--- src/rtl/beat_sequencer.sv ---
// Beat/phase sequencer: one-hot T1..T3 phases inside one-hot W1..W3 beats, plus IR/C/Z latches loaded at T3.
// Optional macro BEAT_SEQ_SINGLE_STEP_EN adds i_step, which halts after every beat like STOP.
module beat_sequencer (
    input  logic       i_clk,
    input  logic       i_clr,
    input  logic       i_qd,
    input  logic       i_short,
    input  logic       i_long,
    input  logic       i_stop,
`ifdef BEAT_SEQ_SINGLE_STEP_EN
    input  logic       i_step,
`endif
    input  logic       i_lir,
    input  logic       i_ldc,
    input  logic       i_ldz,
    input  logic [3:0] i_ir_in,
    input  logic       i_c_next,
    input  logic       i_z_next,
    output logic [2:0] o_t,
    output logic [2:0] o_w,
    output logic [3:0] o_ir,
    output logic       o_c,
    output logic       o_z,
    output logic       o_run
);

    typedef enum logic {
        ST_IDLE   = 1'b0,
        ST_ACTIVE = 1'b1
    } state_t;

    localparam logic [2:0] PH1 = 3'b001;
    localparam logic [2:0] PH2 = 3'b010;
    localparam logic [2:0] PH3 = 3'b100;

    state_t     r_state;
    logic [2:0] r_t;
    logic [2:0] r_w;
    logic [3:0] r_ir;
    logic       r_c;
    logic       r_z;
    logic       r_run;

    logic       w_halt;
    logic [2:0] w_w_next;

`ifdef BEAT_SEQ_SINGLE_STEP_EN
    assign w_halt = i_stop | i_step;
`else
    assign w_halt = i_stop;
`endif

    // SHORT wins over LONG at W1; LONG only matters at W2.
    always_comb begin
        w_w_next = PH1;
        case (r_w)
            PH1:     w_w_next = i_short ? PH1 : PH2;
            PH2:     w_w_next = i_long  ? PH3 : PH1;
            default: w_w_next = PH1;
        endcase
    end

    always_ff @(posedge i_clk) begin
        if (i_clr) begin
            r_state <= ST_IDLE;
            r_t     <= 3'b000;
            r_w     <= PH1;
            r_ir    <= 4'b0000;
            r_c     <= 1'b0;
            r_z     <= 1'b0;
            r_run   <= 1'b0;
        end else begin
            case (r_state)
                ST_IDLE: begin
                    if (i_qd) begin
                        r_state <= ST_ACTIVE;
                        r_t     <= PH1;
                        r_run   <= 1'b1;
                    end
                end
                ST_ACTIVE: begin
                    case (r_t)
                        PH1: r_t <= PH2;
                        PH2: r_t <= PH3;
                        PH3: begin
                            r_w <= w_w_next;
                            if (i_lir) r_ir <= i_ir_in;
                            if (i_ldc) r_c  <= i_c_next;
                            if (i_ldz) r_z  <= i_z_next;
                            if (w_halt) begin
                                r_state <= ST_IDLE;
                                r_t     <= 3'b000;
                                r_run   <= 1'b0;
                            end else begin
                                r_t     <= PH1;
                            end
                        end
                        default: r_t <= PH1;
                    endcase
                end
                default: begin
                    r_state <= ST_IDLE;
                    r_t     <= 3'b000;
                    r_run   <= 1'b0;
                end
            endcase
        end
    end

    assign o_t   = r_t;
    assign o_w   = r_w;
    assign o_ir  = r_ir;
    assign o_c   = r_c;
    assign o_z   = r_z;
    assign o_run = r_run;

endmodule

--- config.mk ---
export PLATFORM = sky130hd
export DESIGN_NAME = beat_sequencer
export DESIGN_NICKNAME = d
export VERILOG_FILES = /design/src/rtl/beat_sequencer.sv
export SDC_FILE = /design/constraint.sdc
export NUM_CORES = 1
export LEC_CHECK = 0
export BUFFER_PORTS_ARGS = -buffer_cell sky130_fd_sc_hd__buf_2
export CORE_AREA = 2 2 39 41
export CTS_CLUSTER_DIAMETER = 30
export DETAILED_ROUTE_END_ITERATION = 12
export DIE_AREA = 0 0 41 43
export PLACE_DENSITY = 0.82
export SETUP_SLACK_MARGIN = 0.1
export SYNTH_ARGS = -nofsm -noshare
export SYNTH_HDL_FRONTEND = slang
export SYNTH_SLANG_ARGS = --single-unit
--- constraint.sdc ---
create_clock -name i_clk -period 3.6 [get_ports i_clk]
set_clock_uncertainty 0.05 [all_clocks]
set_input_delay 0.54 -clock i_clk [delete_from_list [all_inputs] [get_ports i_clk]]
set_output_delay 0.54 -clock i_clk [all_outputs]
set_load 0.05 [all_outputs]
---- Word-level counts from Yosys, hierarchy flattened ----
Index checks and enable logic that the tools add are counted.
word-level totals
  logic and storage cells ................. 36
  RAM bits ................................ 0
  ROM bits ................................ 0
  memories ................................ 0
  output and inout bits ................... 13
  bits of input ports ..................... 15
  bits in latches ......................... 0
  register bits ........................... 14
operators by class
  muxes and demuxes ....................... 15
  multiply operators ...................... 0
  bitwise logic cells ..................... 1
  add/sub/neg operators ................... 0
  shift operators ......................... 0
  equality and inequality tests ........... 8
  reduce and logical (&&, ||, !) cells .... 5
  magnitude comparators ................... 0
  divide/modulo/power cells ............... 0
operators with widths
  operator                                                count
  case mux 3 bit (2 select lines)                         2
  AND reduction 3 bit                                     4
  case mux 3 bit (3 select lines)                         1
  two-way mux 1 bit                                       7
  == test 3 x 1 -> 1 bit (second input constant)          2
  == test 3 x 2 -> 1 bit (second input constant)          2
  two-way mux 3 bit                                       2
  inequality test 2 bit (second input constant)           2
  case mux 1 bit (2 select lines)                         2
  == test 3 bit (second input constant)                   1
  two-way mux 2 bit                                       1
  inequality test 2 x 1 -> 1 bit (second input constant)  1
  AND reduction 2 bit                                     1
  inverter 1 bit                                          1

---- Longest topological paths before layout ----
Gate-level depths: netlist of run 1.
  word-level depth ........................ 3
  gate-level depth with buffers ........... 4
  mapped depth without buffers ............ 3

---- Worst setup path after synthesis of run 1 ----
Ideal clock, no wire load.
  path type ............................... reg2reg
  from .................................... register r_t[2] (netlist: o_t[2])
  to ...................................... register r_w[2] (netlist: o_w[2])
  clock period less this slack ............ 1.649 ns
  path buffers ............................ 0
  data required time ...................... 3.480 ns
  cell stages (with the launch flop) ...... 4
  path slack .............................. 1.951 ns
  library setup time ...................... 0.070 ns
  arrival time ............................ 1.529 ns
  path through ............................ dfxtp_1 and4bb_4 or4b_1 a21oi_1
on the way
  word-level cells in the longest chain between the ends .. 2
RTL lines
  what                                  line  text
  from (decl)                           37    logic [2:0] r_t;
  from (signal assigned)                66    r_t <= 3'b000;
  from (signal assigned)                77    r_t <= PH1;
  from (signal assigned)                83    PH1: r_t <= PH2;
  == test 3 bit                         82    case (r_t)
  AND reduction 2 bit (no source line)  n/a
  to (signal assigned)                  86    r_w <= w_w_next;
  to (decl)                             38    logic [2:0] r_w;
No other way between the ends.
A chain may end at the register's enable or synchronous reset.

---- Worst setup path in the final report of run 1 ----
  from .................................... register r_t[0] (netlist: o_t[0])
  to ...................................... output port o_t[0]
RTL lines
  what       line  text
  to (decl)  19    output logic [2:0] o_t,
No word-level cell between the ends.

==> summary.txt, run 1 <==
Syn Inst Count: 63
Reg-to-Reg Start: o_t[1]
Area of the die: 1760 um2
Final-report hold violation count: 0
Seq/Total Area, Yosys: 0.473
Register-to-Register Path Depth: 3
GPL Wtd Cong: 0.720
Dominant synthesized flop cell: dfxtp_1
Core footprint: 1380 um2
Unrepaired setup endpoints after global routing: false
# H-tree levels: 1
Max Cap Viol: 0
Initial cell density of the core: 0.429
Finished Layout Cells: 108
CTS Buffer Depth: 2
Register share of total power: 0.525
Antenna Diode Count: 0
Slowest CP cell: dfxtp_1
Worst Setup EP: o_t[0]
Setup bufs post-CTS: 0
Worst-path clk slew: 0.09 ns
# rows: 14
Max Clock Freq: 0.626 GHz
Post-synthesis adder-cell area fraction: 0
Worst slack, placed: 2.09 ns
Reg-to-reg endpoint: o_w[2]
Top Ports: 28
Internal: 0.000233 W
Synth top area share: 0.473
Initial antenna violation count: 0
P_sw: 0.0000762 W
Via count: 573
Max stage delay on crit path: 0.43 ns
Crit-path max FO: 6
Fraction of layout instances using a drive strength above 1: 0.370
Worst-Skew Late Latency: 0.28 ns
Worst Path Buf+Inv: 1
Crit path launch type: register
Power per cell area: 399 nW/um2
Fin crit share: 0.444
Area of the multi-input gates: 300 um2
Path type of the worst min-delay path: reg -> reg
FF-to-FF setup slack: 2.08 ns
Total CTS buffers: 3
Critical path endpoint category: primary output
Post_cts resized: 0
Buffers added on ports: 27
Area grow syn2layout: 30.8%
Tot GR Track Use: 0.171
Grt ovf: 0
Initial DRC Count: 6
Critical path depth: 1
Worst Setup SP: o_t[0]
Most frequent cells in the layout: buf_2, dfxtp_1, a21oi_1
XOR/XNOR share of the synthesized area: 0.0148
Worst VDD drop: 0.265 mV
Min Tclk post-route: 1.60 ns
Switching share of power: 0.246
Post-Syn Nets: 78
Worst Path Required: 3.01 ns
Cell Chain, Critical Path: buf_2
Dpl hpwl: 927 um
Max transition margin: 0.831
WL final: 1.23 mm
Leakage: 0.371 nW
Sink Count: 14
#FFs+latches synth: 14
Max Slew Vio Count: 0
Post-Synth Simple-Gate Area: 0.270
Post-synthesis cell area: 593 um2
Multiplexer area fraction after synthesis: 0.0169
Sum Neg Setup Slack: 0 ns
Remaining antenna violation count: 0
Sequential cell area: 280 um2
Wire length per cell: 11.4 um
Synthesized area per cell: 9.41 um2
Die Ht: 43 um
Vias in the first global route: 499
Async S/R FF share, synth: 0
DRC viols: 0
Main combinational cell family by area after synthesis: simple AND/OR/NAND/NOR gates
Count of cell types in the netlist: 27
Most common cell after layout, fill and taps aside: buf_2
Critical Path AT: 1.01 ns
Syn. warnings: 0
First-pass GRT wire length: 2.02 mm
Largest area contributor in the netlist: dfxtp_1
Fillers: 131
Vias per inst: 5.31
Outcome: finished, final reports clean
Worst slew pin tran: 0.250 ns
Comb power frac: 0.110
Final net count: 108
Worst setup margin: 2.00 ns
Synth Area in Compound Gates: 0.205
First-pass DRT Iterations: 4
# setup viols final: 0
Placed cells: 104
Top cells by area, synth: dfxtp_1, nand2b_1, a21oi_1
Die X: 41 um
Clock Power Share: 0.365
Clock Tree Root: clkbuf_4
Crit path kind: reg -> out
Top delay family on crit path: flip-flops
Largest net degree at the start of global routing: 16
EDFF count, synth: 0
CTS Hold Buffers Added: 0
CTS tree: done
[power groups by stage]
stage / clock network (W) / logic [W] / registers [W]
after floorplan: 0 / 0.0000116 / 0.000175
after global placement: 0 / 0.0000337 / 0.000166
after detailed placement: 0 / 0.0000341 / 0.000166
after CTS: 0.000116 / 0.0000342 / 0.000163
after global routing: 0.000127 / 0.0000370 / 0.000164
final: 0.000113 / 0.0000341 / 0.000163
[cell families after synthesis]
family / after synthesis
DFF: 14
AOI/OAI and AO/OA: 18
and+or+nand+nor: 26
buffers and inverters: 3
muxes: 1
xor gates and xnor gates: 1
[registers in the layout, indices dropped and copies added, names as in the netlist]
signal   count
o_ir         4
o_z          1
o_w          3
r_state      1
o_run        1
o_t          3
o_c          1
[routing by layer]
metal | share of wire | vias to the layer above | GRT usage
li1 | - | 290 | -
met1 | 0.46 | 255 | 0.212
met2 | 0.44 | 24 | 0.244
met3 | 0.083 | 4 | 0.0628
met4 | 0.015 | 0 | 0.100
met5 | 0 | - | 0
[synth_stat cells (all sizes together), types with 2 or more instances]
library cell,n
nand2,3
a41o,2
o21ai,2
a31o,2
nand4,2
a21oi,7
nand2b,6
nor2,6
nor2b,2
dfxtp,14
[layout make-up]
type / count / area share
Timing Repair Buffer: 27 / 0.174
Tap cell: 16 / 0.0258
Multi-Input combinational cell: 46 / 0.387
Inverter: 1 / 0.00484
Sequential cell: 14 / 0.361
Clock buffer: 4 / 0.0468
[per-stage QoR]
stage               total power [W]   util  area [um2]  hold WS, ns
finish                     0.000310  0.561         776        0.412
global route               0.000327  0.561         776        0.430
CTS                        0.000313  0.561         776        0.421
detailed placement         0.000200  0.534         739        0.401
global placement           0.000199  0.534         739        0.396
floorplan                  0.000187      -         593        0.519
[how the worst min path moves through the flow]
stage / end / cells after the start / startpoint / slack [ns]
after global routing: o_ir[1] / 2 / i_ir_in[1] / 0.43
after CTS: o_run / 1 / o_run / 0.42
after detailed placement: o_run / 1 / o_run / 0.40
final: o_ir[2] / 2 / o_ir[2] / 0.41
after floorplan: o_run / 2 / r_state / 0.52
after global placement: o_run / 1 / o_run / 0.40
Power figures use the tool's default switching activity.
==> run 2: changes to the inputs <==
- ABC_AREA: not set -> 1
- CORE_AREA: 2 2 39 41 -> not set
- CORE_MARGIN: not set -> 1.5
- CORE_UTILIZATION: not set -> 46
- DIE_AREA: 0 0 41 43 -> not set
- PLACE_DENSITY: 0.82 -> 0.81
- clock period: 3.6 -> 1.6 ns (I/O delays scaled with it)
==> summary.txt, run 2 <==
Outcome: finished, final reports clean
Power per cell area: 799 nW/um2
P_sw: 0.000202 W
Most common cell after layout, fill and taps aside: inv_1
Reg-to-Reg Start: o_t[0]
Antenna Diode Count: 0
Die Ht: 43.1 um
Cell Chain, Critical Path: buf_2
Clock Power Share: 0.354
Register-to-Register Path Depth: 6
Max Clock Freq: 0.744 GHz
Critical path endpoint category: primary output
Initial DRC Count: 14
Count of cell types in the netlist: 14
Hold Slack: 0.116 ns
Worst Setup SP: o_t[2]
Remaining antenna violation count: 0
DRC viols: 0
Most frequent cells in the layout: inv_1, buf_2, nand2_1
Synthesized area per cell: 6.54 um2
Top cells by area, synth: dfxtp_1, inv_1, nand2_1
Fillers: 145
Top delay family on crit path: flip-flops
First-pass DRT Iterations: 4
Area grow syn2layout: 24.0%
Finished Layout Cells: 159
Setup bufs post-CTS: 0
FF-to-FF setup slack: 0.37 ns
Post-Syn Nets: 128
Synth top cells by count: inv_1, nand2_1, nor2_1, dfxtp_1, nand4_1
Post-synthesis cell area: 739 um2
Comb power frac: 0.145
Sum Neg Setup Slack: 0 ns
Area of the die: 1860 um2
Final-report hold violation count: 0
Worst setup margin: 0.256 ns
#FFs+latches synth: 14
Syn. warnings: 0
Max Slew Vio Count: 0
Largest area contributor in the netlist: dfxtp_1
Worst slack, placed: 0.402 ns
Crit path launch type: register
Worst-path clk slew: 0.09 ns
GPL Wtd Cong: 0.797
Via count: 741
Worst Path Buf+Inv: 1
Crit-path max FO: 11
CTS Buffer Depth: 2
Switching share of power: 0.276
First-pass GRT wire length: 2.84 mm
Clock Tree Root: clkbuf_4
Max reg flops: 4
Worst VDD drop: 0.559 mV
Vias per inst: 4.66
Buffers added on ports: 27
Core footprint: 1510 um2
Most common cell in the synthesized netlist: inv_1
Async S/R FF share, synth: 0
# rows: 14
Seq/Total Area, Yosys: 0.379
Leakage: 0.532 nW
Largest net degree at the start of global routing: 12
Register share of total power: 0.501
Max Cap Viol: 0
Synth top area share: 0.379
Worst Path Required: 1.31 ns
Initial antenna violation count: 0
Dominant synthesized flop cell: dfxtp_1
EDFF count, synth: 0
Unrepaired setup endpoints after global routing: false
Die X: 43.1 um
Internal: 0.000531 W
Wire length per cell: 9.19 um
Top Ports: 28
Worst-Skew Late Latency: 0.28 ns
Critical Path AT: 1.05 ns
Sink Count: 14
Max transition margin: 0.784
Placed cells: 155
Reg-to-reg endpoint: o_ir[3]
Critical path depth: 1
Dpl hpwl: 1.09 mm
Max stage delay on crit path: 0.46 ns
Total CTS buffers: 3
Tot GR Track Use: 0.201
Crit path kind: reg -> out
Grt ovf: 0
Fraction of layout instances using a drive strength above 1: 0.294
Path type of the worst min-delay path: in -> reg
WL final: 1.46 mm
Initial cell density of the core: 0.491
Worst Setup EP: o_t[2]
Final net count: 159
Syn Inst Count: 113
Area of the multi-input gates: 317 um2
Sequential cell area: 282 um2
Min Tclk post-route: 1.34 ns
Worst slew pin tran: 0.324 ns
Slowest CP cell: dfxtp_2
# H-tree levels: 1
CTS tree: done
Vias in the first global route: 714
Fin crit share: 0.840
# setup viols final: 0
run 2: power groups by stage:
stage | logic [W] | registers [W] | clock network, W
detailed placement | 0.000105 | 0.000375 | 0
floorplan | 0.0000583 | 0.000393 | 0
finish | 0.000106 | 0.000367 | 0.000260
global route | 0.000119 | 0.000369 | 0.000283
global placement | 0.000103 | 0.000375 | 0
CTS | 0.000106 | 0.000367 | 0.000265
run 2: how the worst min path moves through the flow:
stage          cells after the start      to  slack (ns)  start
6_report                           2  o_t[2]        0.12  i_clr
5_1_grt                            2  o_t[1]        0.12  i_clr
4_1_cts                            2  o_t[1]        0.12  i_clr
3_5_place_dp                       2   o_run        0.42  o_run
3_3_place_gp                       2   o_run        0.41  o_run
2_1_floorplan                      1  o_t[1]        0.26  i_clr
run 2: metrics by stage:
stage | total power, W | instance area (um2) | utilization
4_1_cts | 0.000738 | 916 | 0.608
3_5_place_dp | 0.000480 | 880 | 0.584
6_report | 0.000733 | 917 | 0.609
2_1_floorplan | 0.000451 | 739 | -
5_1_grt | 0.000771 | 917 | 0.609
3_3_place_gp | 0.000478 | 880 | 0.584
run 2: repair_timing:
item,4_1_cts,5_1_grt
hold buffers,0,0
resized for setup,0,1
endpoints found under the hold margin,0,0
endpoints found under the setup margin,0,1
run 2: kinds of logic after synthesis:
kind of cell / Yosys count / share of synthesized area
AOI/OAI and AO/OA: 4 / 0.0271
buffers and inverters: 33 / 0.193
DFF: 14 / 0.379
and+or+nand+nor: 62 / 0.401
run 2: per-layer routing:
layer	up-vias	global-route usage	routed length [um]
met5	-	0	0
li1	392	-	-
met4	0	0.109	37
met2	22	0.304	642
met3	5	0.0383	77
met1	322	0.265	704
run 2: cell type report:
| class | instances | area share |
|---|---|---|
| repair buffers | 29 | 0.164 |
| multi-input cells | 66 | 0.345 |
| flip-flops and latches | 14 | 0.307 |
| clock buffers | 4 | 0.0396 |
| well taps | 16 | 0.0218 |
| inverters | 30 | 0.123 |
